$ cat src/rtl/text_line_ctrl.sv
// Write sequencer for the VGA text line buffer: round-robin arbitration of two
// character sources, command decode into single-entry writes, cursor/fill tracking.
module text_line_ctrl #(
    parameter int unsigned DEPTH   = 16,
    parameter int unsigned CODE_W  = 7,
    parameter int unsigned WRAP_EN = 0
) (
    input  logic                       clk_50,
    input  logic                       reset,
    input  logic                       req0,
    input  logic [1:0]                 op0,
    input  logic [CODE_W-1:0]          code0,
    output logic                       ack0,
    input  logic                       req1,
    input  logic [1:0]                 op1,
    input  logic [CODE_W-1:0]          code1,
    output logic                       ack1,
    output logic                       wr_en,
    output logic [$clog2(DEPTH)-1:0]   wr_addr,
    output logic [CODE_W-1:0]          wr_data,
    output logic [$clog2(DEPTH)-1:0]   cursor,
    output logic [$clog2(DEPTH):0]     count,
    output logic                       full,
    output logic                       busy,
    output logic                       overflow
);

    localparam int unsigned ADDR_W = $clog2(DEPTH);
    localparam int unsigned CNT_W  = ADDR_W + 1;
    localparam logic [CNT_W-1:0]  FULL_CNT = CNT_W'(DEPTH);
    localparam logic [ADDR_W-1:0] LAST_IDX = ADDR_W'(DEPTH - 1);

    localparam logic [1:0] OP_CHAR = 2'b00;
    localparam logic [1:0] OP_BS   = 2'b01;
    localparam logic [1:0] OP_CLR  = 2'b10;

    typedef enum logic [1:0] {
        IDLE  = 2'b00,
        ACK   = 2'b01,
        CLEAR = 2'b10
    } state_t;

    state_t              state_q, state_d;
    logic                last_gnt, last_gnt_d;
    logic [ADDR_W-1:0]   clr_idx, clr_idx_d;
    logic [ADDR_W-1:0]   cursor_d;
    logic [CNT_W-1:0]    count_d;
    logic                ack0_d, ack1_d, wr_en_d, overflow_d, busy_d, full_d;
    logic [ADDR_W-1:0]   wr_addr_d;
    logic [CODE_W-1:0]   wr_data_d;
    logic                gnt;
    logic [1:0]          sel_op;
    logic [CODE_W-1:0]   sel_code;

    // On a tie the port that did not win the last tie is granted
    always_comb begin
        gnt      = (req0 && req1) ? ~last_gnt : req1;
        sel_op   = gnt ? op1 : op0;
        sel_code = gnt ? code1 : code0;
    end

    // Next-state and next-output decode
    always_comb begin
        state_d    = state_q;
        last_gnt_d = last_gnt;
        clr_idx_d  = clr_idx;
        cursor_d   = cursor;
        count_d    = count;
        ack0_d     = 1'b0;
        ack1_d     = 1'b0;
        wr_en_d    = 1'b0;
        wr_addr_d  = '0;
        wr_data_d  = '0;
        overflow_d = 1'b0;
        busy_d     = 1'b0;

        unique case (state_q)
            IDLE: begin
                if (req0 || req1) begin
                    if (req0 && req1) begin
                        last_gnt_d = gnt;
                    end
                    ack0_d  = ~gnt;
                    ack1_d  = gnt;
                    busy_d  = 1'b1;
                    state_d = ACK;
                    unique case (sel_op)
                        OP_CHAR: begin
                            if (!full || (WRAP_EN != 0)) begin
                                wr_en_d   = 1'b1;
                                wr_addr_d = cursor;
                                wr_data_d = sel_code;
                                cursor_d  = cursor + ADDR_W'(1);
                                if (count != FULL_CNT) begin
                                    count_d = count + CNT_W'(1);
                                end
                            end else begin
                                overflow_d = 1'b1;
                            end
                        end
                        OP_BS: begin
                            if (count != '0) begin
                                wr_en_d   = 1'b1;
                                wr_addr_d = cursor - ADDR_W'(1);
                                cursor_d  = cursor - ADDR_W'(1);
                                count_d   = count - CNT_W'(1);
                            end
                        end
                        OP_CLR: begin
                            state_d   = CLEAR;
                            clr_idx_d = '0;
                        end
                        default: begin
                        end
                    endcase
                end
            end
            ACK: begin
                state_d = IDLE;
            end
            CLEAR: begin
                // busy stays up through the final blanking write
                busy_d    = 1'b1;
                wr_en_d   = 1'b1;
                wr_addr_d = clr_idx;
                clr_idx_d = clr_idx + ADDR_W'(1);
                if (clr_idx == LAST_IDX) begin
                    state_d  = IDLE;
                    cursor_d = '0;
                    count_d  = '0;
                end
            end
            default: begin
                state_d = IDLE;
            end
        endcase

        full_d = (count_d == FULL_CNT);
    end

    // State and registered outputs
    always_ff @(posedge clk_50 or posedge reset) begin
        if (reset) begin
            state_q  <= IDLE;
            last_gnt <= 1'b1;
            clr_idx  <= '0;
            cursor   <= '0;
            count    <= '0;
            full     <= 1'b0;
            ack0     <= 1'b0;
            ack1     <= 1'b0;
            wr_en    <= 1'b0;
            wr_addr  <= '0;
            wr_data  <= '0;
            overflow <= 1'b0;
            busy     <= 1'b0;
        end else begin
            state_q  <= state_d;
            last_gnt <= last_gnt_d;
            clr_idx  <= clr_idx_d;
            cursor   <= cursor_d;
            count    <= count_d;
            full     <= full_d;
            ack0     <= ack0_d;
            ack1     <= ack1_d;
            wr_en    <= wr_en_d;
            wr_addr  <= wr_addr_d;
            wr_data  <= wr_data_d;
            overflow <= overflow_d;
            busy     <= busy_d;
        end
    end

endmodule
$ cat config.mk
export PLATFORM = sky130hd
export DESIGN_NAME = text_line_ctrl
export DESIGN_NICKNAME = d
export VERILOG_FILES = /design/src/rtl/text_line_ctrl.sv
export SDC_FILE = /design/constraint.sdc
export NUM_CORES = 1
export LEC_CHECK = 0
export CAP_MARGIN = 0
export CELL_PAD_IN_SITES_DETAIL_PLACEMENT = 1
export CELL_PAD_IN_SITES_GLOBAL_PLACEMENT = 1
export CORE_UTILIZATION = 38
export CTS_BUF_LIST = sky130_fd_sc_hd__clkbuf_4
export DETAILED_ROUTE_END_ITERATION = 7
export PLACE_DENSITY_LB_ADDON = 0.1
export SLEW_MARGIN = 25
export SYNTH_ARGS = -nofsm -noshare
export SYNTH_HDL_FRONTEND = slang
export SYNTH_SLANG_ARGS = --single-unit
$ cat constraint.sdc
create_clock -name clk_50 -period 2.4 [get_ports clk_50]
set_input_delay 0.48 -clock clk_50 [delete_from_list [all_inputs] [get_ports clk_50]]
set_output_delay 0.48 -clock clk_50 [all_outputs]
set_load 0.03 [all_outputs]
======== After elaboration in Yosys (flattened, before gate mapping) ========
Cells that the tools add are included.
word-level totals
  bits of input ports ..................... 22
  word-level logic and storage cells ...... 89
  register bits after elaboration ......... 33
operators by class
  add/subtract/negate cells ............... 5
  equal/unequal tests ..................... 12
  bitwise operators ....................... 2
  mux-type cells .......................... 47
  reductions and logical operators ........ 10
operator list
  cell                   number
  $pmux W4 S2            5
  $mux W4                9
  $mux W7                5
  $mux W5                5
  $pmux W5 S2            2
  $mux W1                13
  $add A4 B1 Y4 const B  2
  $mux W2                4
  $ne A3 B3 Y1 const B   2
  $pmux W1 S2            3
  $reduce_and A3 Y1      2
  $reduce_and A6 Y1      1
  $add A5 B1 Y5 const B  1
  $eq A5 B5 Y1 const B   1
  $ne A5 B5 Y1 const B   1
  $reduce_bool A5 Y1     1
  $sub A5 B1 Y5 const B  1
  $eq A2 B2 Y1 const B   2
  $eq A4 B4 Y1 const B   1
  $logic_not A2 Y1       2
  $ne A2 B2 Y1 const B   2
  $pmux W2 S2            1
  $sub A4 B1 Y4 const B  1
  $ne A3 B1 Y1 const B   1
  other kinds (7)        8

======== Depth between registers and ports, before layout ========
Gate-level depths: netlist of run 1.
  depth in word-level cells ............... 8
  gate-level depth with buffers ........... 8
  gate-level depth less buffers ........... 8

======== Worst setup path before layout of run 1 ========
OpenSTA, ideal clock, no wires.
  path kind ............................... register -> register
  from .................................... register count[0]
  to ...................................... register full
  library setup time ...................... 129 ps
  data required time ...................... 2271 ps
  cell stages (with the launch flop) ...... 8
  setup slack ............................. 297 ps
  period minus slack after synthesis ...... 2103 ps
  data arrival time ....................... 1974 ps
  cells stage by stage .................... dfrtp_1 > inv_1 > ha_1 > nor4b_2 > nor2_2 > o311ai_2 > a22o_1 > nor4_2
on the way
  cells in the longest elaborated chain, start to end .. 7
  elaborated cells between the ends (all ways) .. 12
  those cells by class .................... 2 x add/sub; 2 x eq/ne; 7 x mux; 1 x reduce/logical
RTL lines
  what                                                  line    text
  start: declaration                                    22      output logic [$clog2(DEPTH):0] count,
  start signal: assignment                              162     count <= count_d;
  $add A5 B1 Y5 / $ne A5 B5 Y1 (equally long branches)  95, 94
  $mux W5                                               94      if (count != FULL_CNT) begin
  $mux W5                                               89      if (!full || (WRAP_EN != 0)) begin
  $pmux W5 S2 (*)                                       87      unique case (sel_op)
  $mux W5 (*)                                           79      if (req0 || req1) begin
  $pmux W5 S2 (*)                                       77      unique case (state_q)
  named net count_d[1]                                  47      logic [CNT_W-1:0] count_d;
  $eq A5 B5 Y1 (*)                                      138     full_d = (count_d == FULL_CNT);
  named net full_d                                      48      logic ack0_d, ack1_d, wr_en_d, overflow_d, busy_d, full_d;
  end signal: assignment                                163     full <= full_d;
  end: declaration                                      23      output logic full,
The timed path passes the listed nets; every way through them passes the cells marked *.
A chain may end at the register's enable or synchronous reset.

======== Final worst setup path of run 1 ========
  from .................................... input port req1
  to ...................................... register full
on the way
  cells in the longest elaborated chain, start to end .. 8
  elaborated cells between the ends (all ways) .. 10
  those cells by class .................... 2 x eq/ne; 5 x mux; 3 x reduce/logical
RTL lines
  what                                                     line  text
  start: declaration                                       14    input logic req1,
  $logic_and A1 B1 Y1                                      57    gnt = (req0 && req1) ? ~last_gnt : req1;
  $mux W1                                                  57
  $mux W2                                                  58    sel_op = gnt ? op1 : op0;
  $eq A2 B1 Y1 / $logic_not A2 Y1 (equally long branches)  87
  $pmux W5 S2                                              87
  $mux W5 (*)                                              79
  $pmux W5 S2 (*)                                          77
  named net count_d[3]                                     47
  $eq A5 B5 Y1 (*)                                         138
  named net full_d                                         48
Marked as above.

==> impl_metrics.py, run 1 <==
metrics = {
    "outcome": {
        "status": "finished, final reports clean",
    },
    "final_layout": {
        "seq_area_um2": 827,
        "n_antenna_cell": 0,
        "multi_input_area_um2": 982,
        "drive_gt1_share_pct": 19.6,
        "layout.nets": 297,
        "fill_cells": 564,
        "area_growth_pct": 43.0,
    },
    "synthesis": {
        "yosysTopAreaCell": "dfrtp_1",
        "synth_top_area_share_pct": 42.8,
        "yosys_most_used_dff": "dfrtp_1",
        "syn-cell-area_um2": 1870,
        "synth.area.top_cells": "dfrtp_1 43%, nand2_1 5.8%, a22o_1 4.2%",
        "post_synth_inst_count": 192,
        "synth_edf_count": 0,
        "async_flop_share_pct": 100,
        "yosysWarnings": 0,
        "seq_area_frac_synth_pct": 44.2,
        "avgSynthCellArea_um2": 9.76,
        "syn_nets": 219,
        "synth_cell_types": 52,
        "synth_seq_cells": 33,
    },
    "timing": {
        "fin_tns_setup_ns": 0,
        "relSlewSlack_pct": 72.5,
        "tightest_slew_ns": 0.413,
        "min_period_over_period_pct": 92.1,
        "max_freq_ghz": 0.453,
        "maxSlewViolCount": 0,
        "rsz0062_at_grt": "false",
        "finalWorstSetupSlack_ns": 0.191,
        "min_period_ns": 2.21,
        "setup_viol": 0,
        "hold_violations": 0,
        "clock_skew_ns": 0.0123,
    },
    "pwr": {
        "p_clk_share_pct": 10.9,
        "p_sw_mw": 1.35,
        "p_leak_nw": 1.18,
        "power.internal_mw": 1.62,
        "power_density_nw_per_um2": 1110,
        "peakVddDrop_mv": 0.559,
        "pwr-share-comb_pct": 57.1,
        "power.total_mw": 2.97,
        "switching_share_pct": 45.4,
        "pwr-share-seq_pct": 32.1,
    },
    "route": {
        "postRouteAntennaNets": 0,
        "vias": 1732,
        "drt-pass1-iter-count": 4,
        "wl_per_cell_um": 16.5,
        "drt_wl_total_mm": 5.59,
        "detail_route.vias_per_cell": 5.12,
        "drc": 0,
        "drtIter0Drc": 39,
    },
    "worst_setup_path": {
        "critical_path_required_ns": 2.64,
        "path_cells": "clkdlybuf4s50_1, a21bo_4, mux2i_2, buf_4, buf_12, o31ai_1, o21ai_0, a211oi_2, nor4_2",
        "worstPathMaxFanout": 6,
        "critPathBufInv": 3,
        "crit_family": "compound AO/OA/AOI/OAI gates",
        "slowest_delay_ns": 0.48,
        "setup.worst_path.class": "primary input to flop",
        "endpoint_kind": "flop",
        "worst_setup_path_start_kind": "primary input",
        "worst_path_max_delay_cell": "clkdlybuf4s50_1",
        "arrival_ns": 2.45,
    },
    "global_routing": {
        "grt-ovfl-total": 0,
        "grt_max_degree": 34,
        "antenna_found_initial": 0,
        "track_usage_pct": 24.1,
        "grt_first_pass_wirelength_mm": 9.37,
        "grt_pass1_vias": 1849,
    },
    "place": {
        "gp_congestion": 0.874,
        "dp_hpwl_mm": 4.37,
        "dp_worst_setup_slack_ns": -0.168,
        "port-buffer-count": 47,
    },
    "floorplanning": {
        "io_pins": 48,
        "rows": 25,
        "die_area_um2": 5210,
        "start_util_pct": 39.7,
        "die_y_um": 72.2,
        "core_um2": 4720,
        "die_w_um": 72.2,
    },
    "clocking": {
        "clock_sinks": 33,
        "cts_max_level": 2,
        "clockRootBuffer": "clkbuf_4",
        "insertion_delay_ns": 0.35,
        "cts_buffer_depth": 2,
        "tritoncts": "done",
        "cts_buffers": 5,
        "cts.clk_slew.worst_paths_ns": 0.12,
    },
    "hold_path": {
        "hp-class": "primary input to asynchronous set/reset pin",
    },
    "flow_run": {
        "maxCapViolations": 0,
    },
}
worst paths after layout:
| kind | to | depth (start not counted) | from | slack, ns |
|---|---|---|---|---|
| worst max-delay path | full | 9 | req1 | 0.19 |
| worst min register to register | last_gnt | 1 | last_gnt | 0.53 |
| min in group clk_50 | last_gnt | 1 | last_gnt | 0.53 |
| worst max register to register | full | 8 | count[1] | 0.33 |
| worst min-delay path | cursor[3] | 3 | reset | 0.51 |
| max in group asynchronous | last_gnt | 3 | reset | 1.55 |
power groups by stage:
stage                     logic [mW]  registers (mW)  clock network [mW]
after floorplan                0.806            1.13                   0
after global placement          1.65           0.939                   0
after detailed placement        1.69           0.960                   0
after CTS                       1.70           0.948               0.335
after global routing            1.85           0.982               0.354
final                           1.69           0.951               0.323
metal layers:
layer	part of all wire, %	wire [um]	GRT usage [%]	up-vias
met5	0	0	0	-
met4	1.3	74	7.84	0
met3	3.1	174	4.72	6
met2	51	2840	42.0	40
met1	45	2500	30.0	844
li1	-	-	-	842
worst reg2reg max path: stages (launching register included):
cell and delay (ns):
dfrtp_1 0.46, inv_1 0.09, ha_1 0.20, nor3b_2 0.26, and2_1 0.19, o22ai_1 0.08
a22o_1 0.19, a32o_1 0.26, nor4_2 0.24
stage by stage:
stage | std cells | hold WS (ns) | area (um^2) | utilization (%)
finish | 338 | 0.513 | 2680 | 56.7
global route | 338 | 0.541 | 2680 | 56.7
CTS | 338 | 0.518 | 2670 | 56.6
detailed placement | 330 | 0.521 | 2620 | 55.4
global placement | 330 | 0.512 | 2620 | 55.4
floorplan | 192 | 0.487 | 1870 | -
sequential cells by signal, indices dropped and copies added, names as in the netlist:
register,count
last_gnt,1
ack1,1
wr_data,7
clr_idx,4
wr_en,1
cursor,4
busy,1
ack0,1
full,1
count,5
wr_addr,4
state_q,2
overflow,1
Yosys cell counts, drive strengths merged, types with 5 or more instances:
| library cell | n |
|---|---|
| nor3 | 9 |
| a21oi | 11 |
| nor2 | 13 |
| a22o | 9 |
| mux2i | 6 |
| inv | 8 |
| dfrtp | 32 |
| ha | 5 |
| o21ai | 10 |
| nand2 | 29 |
placed cells by master, fill, tap and decap left out, types with 2 or more instances in the layout:
| cell | instances |
|---|---|
| mux2i_2 | 2 |
| mux2i_1 | 4 |
| and2_1 | 4 |
| o31a_1 | 2 |
| nand2_1 | 29 |
| a22o_1 | 9 |
| nand3_1 | 4 |
| buf_4 | 28 |
| ha_1 | 5 |
| o22ai_1 | 3 |
| nor3_1 | 9 |
| clkinv_2 | 2 |
| xnor2_1 | 3 |
| dfrtp_1 | 32 |
| nor2b_1 | 4 |
| a21oi_1 | 10 |
| and3_1 | 2 |
| xor2_1 | 2 |
| inv_1 | 8 |
| o31ai_1 | 2 |
| clkbuf_4 | 5 |
| nand2b_1 | 4 |
| clkdlybuf4s50_1 | 47 |
| a21o_1 | 2 |
| o21ai_0 | 9 |
| nor2_1 | 12 |
layout make-up:
type,instances,area share [%]
inverters,8,1.12
repair buffers,76,26.2
clock buffers,5,1.40
multi-input cells,146,36.7
clock inverters,3,0.654
well taps,67,3.13
flip-flops and latches,33,30.9
logic make-up after synthesis:
group,after synthesis,synth area share (%)
AND/OR/NAND/NOR,76,20.0
AO/OA/AOI/OAI,52,21.4
flip-flops,33,44.2
buffers and inverters,13,3.67
multiplexers,8,5.01
XOR/XNOR,5,2.34
adder cells (fa/ha/maj),5,3.34
what timing repair did:
| action | in CTS | in global routing |
|---|---|---|
| setup endpoints to repair | 0 | 1 |
| gates resized for setup | 0 | 1 |
| setup buffers | 0 | 0 |
| hold buffers | 0 | 0 |
Note: power is estimated with default switching activity, not from simulation.
==> run 2: changes to the inputs <==
--- a/config.mk
+++ b/config.mk
@@ -11,7 +11,7 @@
 export CORE_UTILIZATION = 38
 export CTS_BUF_LIST = sky130_fd_sc_hd__clkbuf_4
 export DETAILED_ROUTE_END_ITERATION = 7
-export PLACE_DENSITY_LB_ADDON = 0.1
+export PLACE_DENSITY = 0.83
 export SLEW_MARGIN = 25
 export SYNTH_ARGS = -nofsm -noshare
 export SYNTH_HDL_FRONTEND = slang
==> impl_metrics.py, run 2 (synthesized netlist as in run 1, its figures left out) <==
metrics = {
    "outcome": {
        "status": "finished, final reports clean",
    },
    "floorplanning": {
        "start_util_pct": 39.7,
        "io_pins": 48,
        "rows": 25,
        "die_w_um": 72.2,
        "die_area_um2": 5210,
        "core_um2": 4720,
        "die_y_um": 72.2,
    },
    "global_routing": {
        "grt_first_pass_wirelength_mm": 9.15,
        "grt_pass1_vias": 1823,
        "antenna_found_initial": 0,
        "grt_util_met1_pct": 29.5,
        "track_usage_pct": 23.3,
        "grt_max_degree": 34,
        "use_met2_pct": 39.8,
        "gr-max-usage-layer": "met2",
        "grt-ovfl-total": 0,
        "use_met3_pct": 4.72,
    },
    "final_layout": {
        "fill_cells": 549,
        "fin_util_pct": 56.5,
        "largest_reg_flops": 7,
        "area_growth_pct": 42.4,
        "largest_registers": "wr_data x7, count x5",
        "layout.nets": 296,
        "final_cell_mix": "47 x clkdlybuf4s50_1, 32 x dfrtp_1, 29 x nand2_1",
        "regMostFlops": "wr_data",
        "n_antenna_cell": 0,
        "drive_gt1_share_pct": 18.9,
        "layout_commonest_cell": "clkdlybuf4s50_1",
    },
    "worst_setup_path": {
        "critPathBufInv": 2,
        "slowest_delay_ns": 0.51,
        "crit_family": "compound AO/OA/AOI/OAI gates",
        "endpoint_kind": "flop",
        "critical_path_required_ns": 2.66,
        "r2r_setup_slack_ns": 0.25,
        "startpoint": "req1",
        "path_cells": "clkdlybuf4s50_1, a21bo_4, buf_12, mux2i_1, and2_1, a22o_1, a32o_1, nor4_2",
        "r2r_start": "count[1]",
        "rr_worst_depth": 8,
        "worst_path_max_delay_cell": "clkdlybuf4s50_1",
        "rr_endpoint": "full",
        "arrival_ns": 2.47,
        "cp.depth": 8,
        "setup.worst_path.class": "primary input to flop",
        "crit_end": "full",
        "worstPathMaxFanout": 5,
        "worst_setup_path_start_kind": "primary input",
    },
    "timing": {
        "rsz0062_at_grt": "false",
        "setup_viol": 0,
        "min_period_over_period_pct": 92.2,
        "min_period_ns": 2.21,
        "relSlewSlack_pct": 71.3,
        "finalWorstSetupSlack_ns": 0.186,
        "hold_violations": 0,
        "tightest_slew_ns": 0.430,
        "clock_skew_ns": 0.00332,
        "maxSlewViolCount": 0,
        "max_freq_ghz": 0.452,
    },
    "place": {
        "gp_congestion": 0.849,
        "dp_hpwl_mm": 4.27,
        "port-buffer-count": 47,
        "dp_worst_setup_slack_ns": -0.143,
    },
    "pwr": {
        "peakVddDrop_mv": 0.637,
        "power.total_mw": 2.95,
        "p_leak_nw": 1.17,
        "power_density_nw_per_um2": 1110,
    },
    "clocking": {
        "cts-resized-gates": 0,
        "clock_sinks": 33,
        "clockRootBuffer": "clkbuf_4",
        "cts_buffers": 5,
        "hold_buffers": 0,
        "cts_max_level": 2,
        "cts_buffer_depth": 2,
        "post-cts-setup-buffers": 0,
        "tritoncts": "done",
        "insertion_delay_ns": 0.34,
        "cts.clk_slew.worst_paths_ns": 0.11,
    },
    "route": {
        "drtIter0Drc": 58,
        "wl_per_cell_um": 16.6,
        "drt_wl_total_mm": 5.60,
        "drc": 0,
        "vias": 1759,
        "drt-pass1-iter-count": 4,
        "detail_route.vias_per_cell": 5.22,
        "postRouteAntennaNets": 0,
    },
    "flow_run": {
        "maxCapViolations": 0,
    },
    "hold_path": {
        "hp-class": "primary input to asynchronous set/reset pin",
    },
}
run 2: cell types whose count changed in the layout (fill, tap and decap cells not counted):
cell,previous run,this run
nor3b_1,0,1
buf_4,28,27
nor3b_2,1,0
run 2: tightest hold or removal path, stage by stage:
cell and delay (ns):
clkdlybuf4s50_1 0.40, inv_1 0.06, buf_4 0.38
run 2: worst min path at each step:
| stage | slack [ns] | endpoint | cells after the start |
|---|---|---|---|
| after global routing | 0.55 | clr_idx[3] | 3 |
| after global placement | 0.52 | last_gnt | 1 |
| final | 0.53 | ack1 | 3 |
| after CTS | 0.53 | wr_en | 3 |
| after floorplan | 0.49 | clr_idx[0] | 1 |
| after detailed placement | 0.53 | last_gnt | 1 |
run 2: power breakdown:
part	leakage [nW]	internal [mW]	switching, mW
Combinational	0.704	0.764	0.917
Sequential	0.437	0.731	0.220
Clock	0.0310	0.110	0.204
run 2: metal layers:
| metal | part of all wire [%] | wire [um] |
|---|---|---|
| met3 | 5.2 | 289 |
| met1 | 44 | 2470 |
| met5 | 0 | 0 |
| met2 | 49 | 2760 |
| met4 | 1.4 | 76 |
run 2: area by class of cell:
class                   instances  area [um^2]  area share, %
clock inverters                 3         17.5          0.657
well taps                      67         83.8           3.14
multi-input cells             146          977           36.6
repair buffers                 75          693           26.0
clock buffers                   5         37.5           1.41
flip-flops and latches         33          827           31.0
inverters                       8         30.0           1.13
run 2: metrics by stage:
step           TNS [ns]  cells  instance area (um^2)  hold WS (ns)
6_report              0    337                  2670         0.529
5_1_grt               0    337                  2670         0.551
4_1_cts               0    337                  2670         0.528
3_5_place_dp     -0.649    329                  2610         0.525
3_3_place_gp     -0.209    329                  2610         0.515
2_1_floorplan         0    192                  1870         0.487
==> run 3: changes to the inputs <==
--- a/config.mk
+++ b/config.mk
@@ -8,10 +8,10 @@
 export CAP_MARGIN = 0
 export CELL_PAD_IN_SITES_DETAIL_PLACEMENT = 1
 export CELL_PAD_IN_SITES_GLOBAL_PLACEMENT = 1
-export CORE_UTILIZATION = 38
+export CORE_UTILIZATION = 41
 export CTS_BUF_LIST = sky130_fd_sc_hd__clkbuf_4
 export DETAILED_ROUTE_END_ITERATION = 7
-export PLACE_DENSITY = 0.83
+export PLACE_DENSITY = 0.88
 export SLEW_MARGIN = 25
 export SYNTH_ARGS = -nofsm -noshare
 export SYNTH_HDL_FRONTEND = slang
==> constraint.sdc (replaced) <==
create_clock -name clk_50 -period 2.87 [get_ports clk_50]
set_input_delay 0.574 -clock clk_50 [delete_from_list [all_inputs] [get_ports clk_50]]
set_output_delay 0.574 -clock clk_50 [all_outputs]
set_load 0.03 [all_outputs]
==> impl_metrics.py, run 3 (synthesized netlist as in run 1, its figures left out) <==
metrics = {
    "outcome": {
        "status": "finished, final reports clean",
    },
    "clocking": {
        "post-cts-setup-buffers": 0,
        "cts.clk_slew.worst_paths_ns": 0.10,
        "cts_max_level": 2,
        "hold_buffers": 0,
        "tritoncts": "done",
        "cts-resized-gates": 0,
        "insertion_delay_ns": 0.35,
        "clockRootBuffer": "clkbuf_4",
        "clock_sinks": 33,
        "cts_buffer_depth": 2,
        "cts_buffers": 5,
    },
    "pwr": {
        "pwr-share-comb_pct": 52.3,
        "pwr-share-seq_pct": 32.9,
        "p_sw_mw": 1.08,
        "p_leak_nw": 1.08,
        "switching_share_pct": 44.6,
        "p_clk_share_pct": 14.8,
        "peakVddDrop_mv": 0.544,
        "power_density_nw_per_um2": 969,
        "power.internal_mw": 1.35,
    },
    "place": {
        "gp_congestion": 0.892,
        "port-buffer-count": 47,
        "dp_hpwl_mm": 3.95,
    },
    "timing": {
        "whs_ns": 0.534,
        "relSlewSlack_pct": 50.4,
        "hold_violations": 0,
        "min_period_ns": 2.42,
        "maxSlewViolCount": 0,
        "max_freq_ghz": 0.414,
        "setup_viol": 0,
        "rsz0062_at_grt": "false",
        "min_period_over_period_pct": 84.2,
        "clock_skew_ns": 0.0114,
        "tightest_slew_ns": 0.743,
        "fin_tns_setup_ns": 0,
    },
    "worst_setup_path": {
        "setup.worst_path.class": "primary input to flop",
        "worstPathMaxFanout": 5,
        "endpoint_kind": "flop",
        "critical_path_required_ns": 3.13,
        "rr_endpoint": "full",
        "critPathBufInv": 2,
        "r2r_setup_slack_ns": 0.45,
        "rr_worst_depth": 7,
        "crit_family": "buffers and inverters",
        "path_cells": "clkdlybuf4s50_1, a21bo_4, mux2i_2, buf_4, nor4b_1, o31ai_1, o211ai_1, nor4_2",
        "worst_path_max_delay_cell": "clkdlybuf4s50_1",
        "worst_setup_path_start_kind": "primary input",
        "r2r_start": "count[0]",
        "slowest_delay_ns": 0.61,
        "arrival_ns": 2.68,
    },
    "final_layout": {
        "largest_reg_flops": 7,
        "layout.nets": 276,
        "final_cell_mix": "47 x clkdlybuf4s50_1, 32 x dfrtp_1, 29 x nand2_1",
        "regMostFlops": "wr_data",
        "largest_registers": "wr_data x7, count x5",
        "n_antenna_cell": 0,
        "layout_commonest_cell": "clkdlybuf4s50_1",
        "drive_gt1_share_pct": 12.0,
        "area_growth_pct": 33.9,
    },
    "flow_run": {
        "maxCapViolations": 0,
    },
    "route": {
        "drtIter0Drc": 108,
        "detail_route.vias_per_cell": 5.66,
        "drt_wl_total_mm": 5.26,
        "drc": 0,
        "vias": 1710,
        "postRouteAntennaNets": 0,
        "drt-pass1-iter-count": 4,
        "wl_per_cell_um": 17.4,
    },
    "hold_path": {
        "hp-class": "flop to flop",
        "min_path_cells": 1,
        "holdPathEnd": "last_gnt",
        "min_from": "last_gnt",
    },
    "floorplanning": {
        "die_y_um": 69.6,
        "die_area_um2": 4840,
        "start_util_pct": 42.7,
        "io_pins": 48,
        "rows": 24,
        "die_w_um": 69.6,
        "core_um2": 4380,
    },
    "global_routing": {
        "track_usage_pct": 23.1,
        "grt_first_pass_wirelength_mm": 8.67,
        "grt_pass1_vias": 1749,
        "grt_max_degree": 34,
        "grt-ovfl-total": 0,
        "antenna_found_initial": 0,
    },
}
==> run 3: cell count changes in the layout (fill, tap and decap cells not counted), sizes merged <==
cell	previous run	this run
buf	28	8
bufinv	0	1
clkbuf	5	6
clkinv	2	1
clkinvlp	1	0
==> run 3: how the worst max path moves through the flow <==
stage	startpoint	end	slack, ns	cells after the start
CTS	req0	full	0.48	8
finish	req0	full	0.45	8
global placement	req0	full	0.24	8
detailed placement	req0	full	0.11	8
global route	req0	full	0.27	8
floorplan	count[0]	full	0.77	7
==> run 3: layout make-up <==
| class | count | area, um^2 |
|---|---|---|
| fillers | 494 | 1880 |
| multi-input cells | 146 | 977 |
| flip-flops and latches | 33 | 827 |
| repair buffers | 55 | 531 |
| well taps | 52 | 65.1 |
| clock buffers | 6 | 45.0 |
| clock inverters | 2 | 33.8 |
| inverters | 8 | 30.0 |
==> run 3: power by group through the flow <==
stage               logic, mW  clock network [mW]  registers, mW
CTS                      1.27               0.366          0.800
detailed placement       1.26                   0          0.810
floorplan               0.674                   0          0.943
global route             1.37               0.382          0.824
finish                   1.27               0.360          0.799
global placement         1.23                   0          0.797
==> run 3: metal layers <==
layer | wire length (um) | GRT usage (%) | vias up
met4 | 123 | 10.9 | 0
met3 | 246 | 3.78 | 12
met1 | 2290 | 29.4 | 838
met5 | 0 | 0 | -
li1 | - | - | 805
met2 | 2600 | 38.3 | 55
==> run 3: through the flow <==
step	instance area, um^2	worst slack [ns]	power (mW)	utilization (%)	std cells
final	2510	0.452	2.43	57.2	302
after detailed placement	2430	0.113	2.07	55.4	294
after floorplan	1870	0.767	1.62	-	192
after global routing	2510	0.269	2.58	57.2	302
after CTS	2510	0.479	2.44	57.2	302
after global placement	2430	0.245	2.03	55.4	294
==> variant: new RTL, flow settings as in run 3 <==
The 3 states of `state_t` get a one-hot encoding in 3 bits.
--- a/src/rtl/text_line_ctrl.sv
+++ b/src/rtl/text_line_ctrl.sv
@@ -34,10 +34,10 @@
     localparam logic [1:0] OP_BS   = 2'b01;
     localparam logic [1:0] OP_CLR  = 2'b10;
 
-    typedef enum logic [1:0] {
-        IDLE  = 2'b00,
-        ACK   = 2'b01,
-        CLEAR = 2'b10
+    typedef enum logic [2:0] {
+        IDLE  = 3'b001,
+        ACK   = 3'b010,
+        CLEAR = 3'b100
     } state_t;
 
     state_t              state_q, state_d;
Function: no difference found for any inputs over 10 cycles, from zero or initial values and one cycle with reset high; not proved beyond that.
==> variant against run 3 <==
  * The run now ends with design-rule violations left
  * Power is 5.4% higher
  * Wire length is 11% higher
  * Worst setup slack worse by 0.043 ns
  * Utilization is 1.9 points higher
  * Sequential cell count is 1 higher
  * First-iteration DRC count is 7.4% higher
  * Final cell count is 6.6% higher
  * Register-to-register slack better by 0.13 ns
  * Area after synthesis is 3.1% higher
  * Via count is 6.1% higher
  * Final area is 4.7% higher
  * Non-clock buffer count is 7 higher
  * Largest cell class unchanged
==> variant: results (changes against run 3) <==
| Metric | Value |
|---|---|
| CTS Buffer Depth | `2 (unchanged)` |
| GPL Wtd Cong | `0.8277 (-7.2%)` |
| Largest net degree at the start of global routing | `35 (+2.9%)` |
| Post-synth top cells | `32 x dfrtp_1, 32 x nand2_1, 16 x a21oi_1, 16 x nor2_1, 14 x o21ai_0` |
| Worst skew pair latency | `0.36 ns` |
| Drt pass-1 iters | `8 (+4)` |
| Syn Nets | `231 (+5.5%)` |
| Total track usage | `0.2556 (+0.02423)` |
| DR iter-0 viols | `116 (+7.4%)` |
| CP max stage cell | `clkdlybuf4s50_1` |
| Failing checks | `design-rule violations` |
| Outcome | `finished with violations` |
| Filler Cell Count | `521 (+5.5%)` |
| Hpwl dp | `4306 um (+8.9%)` |
| Sequential area share after synthesis | `0.4417 (about the same)` |
| WP data arrival | `2.71 ns (+0.03 ns)` |
| Reg2Reg Setup Slack | `0.58 ns (+0.13 ns)` |
| Via Count | `1,814 (+6.1%)` |
| Dpl cell area | `2547 um2 (+4.8%)` |
| First-pass GRT wire length | `9749 um (+12%)` |
| Max VDD drop | `0.4884 mV (-10%)` |
| Number of buffers created by CTS | `5 (unchanged)` |
| Post-Place Setup Slack | `0.05545 ns (-0.05757 ns)` |
| Clock slew seen by the registers of the worst setup and hold paths | `0.12 ns (+0.02 ns)` |
| Worst Tran Pin Value | `0.6684 ns (-0.07420 ns)` |
| CP peak stage delay | `0.48 ns (-0.13 ns)` |
| Worst hold slack | `0.5239 ns (-0.01039 ns)` |
| Top flop regs | `wr_data: 7 flops, count: 5 flops` |
| Final min period | `2.461 ns (+0.04285 ns)` |
| Antenna Cells | `0 (unchanged)` |
| Vias in the first global route | `1,903 (+8.8%)` |
| Final instance area | `2626 um2 (+4.7%)` |
| Synth Warn # | `0 (unchanged)` |
| Root Buffer | `clkbuf_4` |
| # DRC | `6 (+6)` |
| Setup Buffers After CTS | `0 (unchanged)` |
| PostCTS Resize Cnt | `0 (unchanged)` |
| Initial antenna violation count | `0 (unchanged)` |
| Layout cells sized above 1 | `0.1593 (+0.03926)` |
| Hold Path Class | `flop to flop` |
| Vias per cell | `5.634 (-0.51%)` |
| Top_reg_cell synth | `dfrtp_1` |
| Max-cap violations | `0 (unchanged)` |
| Ranking of synthesized cells by area | `dfrtp_1 41%, nand2_1 6.2%, a21oi_1 4.1%` |
| Static Leak | `1.156 nW (+6.8%)` |
| Drt total wl | `5810 um (+11%)` |
| Avg Inst Size Synth | `9.470 um2 (-2.9%)` |
| Crit Path Max Fanout | `7 (+2)` |
| H-tree levels | `2 (unchanged)` |
| Nets | `296 (+7.2%)` |
| Placed Instances | `314 (+6.8%)` |
| I/O Buffers | `47 (unchanged)` |
| Netlist cell types | `55 (+5.8%)` |
| Worst clock skew | `0.01649 ns (+0.005048 ns)` |
## variant: cell count changes in the layout (fill, tap and decap cells not counted), sizes merged, moves of 3 or more
| cell | run 3 | this run |
|---|---|---|
| o22ai | 3 | 0 |
| o21ai | 10 | 14 |
| nand2 | 29 | 32 |
| buf | 8 | 15 |
| nor2 | 13 | 17 |
| a22o | 9 | 1 |
| a21oi | 11 | 16 |
| nor3b | 1 | 4 |
## variant: kinds of logic after synthesis
kind of cell	synth area share
AOI/OAI and AO/OA	0.1781
muxes	0.05440
DFF	0.4417
adders and majority gates	0.03238
buffers and inverters	0.03238
xor gates and xnor gates	0.02267
and+or+nand+nor	0.2384
## variant: final cells by class
cell class | count | share of cell area
clock buffers | 6 | 0.01715
clock inverters | 2 | 0.01286
inverters | 8 | 0.01143
multi-input cells | 158 | 0.3868
flip-flops and latches | 34 | 0.3249
well taps | 52 | 0.02477
repair buffers | 62 | 0.2220
## variant: layer usage
| layer | track usage | part of all wire |
|---|---|---|
| met5 | 0 | 0 |
| met4 | 0.07778 | 0.017 |
| met3 | 0.04274 | 0.030 |
| met2 | 0.4498 | 0.51 |
| met1 | 0.3236 | 0.44 |
## variant: worst paths after layout
kind | end | cells past startpoint | startpoint
hold / removal | last_gnt | 1 | last_gnt
hold reg to reg | last_gnt | 1 | last_gnt
max in group asynchronous | last_gnt | 3 | reset
setup / recovery | full | 7 | req1
setup reg to reg | full | 8 | count[0]
min in group asynchronous | busy | 3 | reset
## variant: power breakdown
part | leakage [nW] | total (mW) | switching (mW) | internal [mW]
clock network | 0.0433 | 0.371 | 0.180 | 0.191
logic | 0.662 | 1.37 | 0.779 | 0.591
registers | 0.451 | 0.820 | 0.184 | 0.636
## variant: worst max-delay path, delay by kind of cell
kind,cells,cell delay (ns)
buffers and inverters,1,0.48
AND/OR/NAND/NOR,2,0.21
AO/OA/AOI/OAI,4,1.44
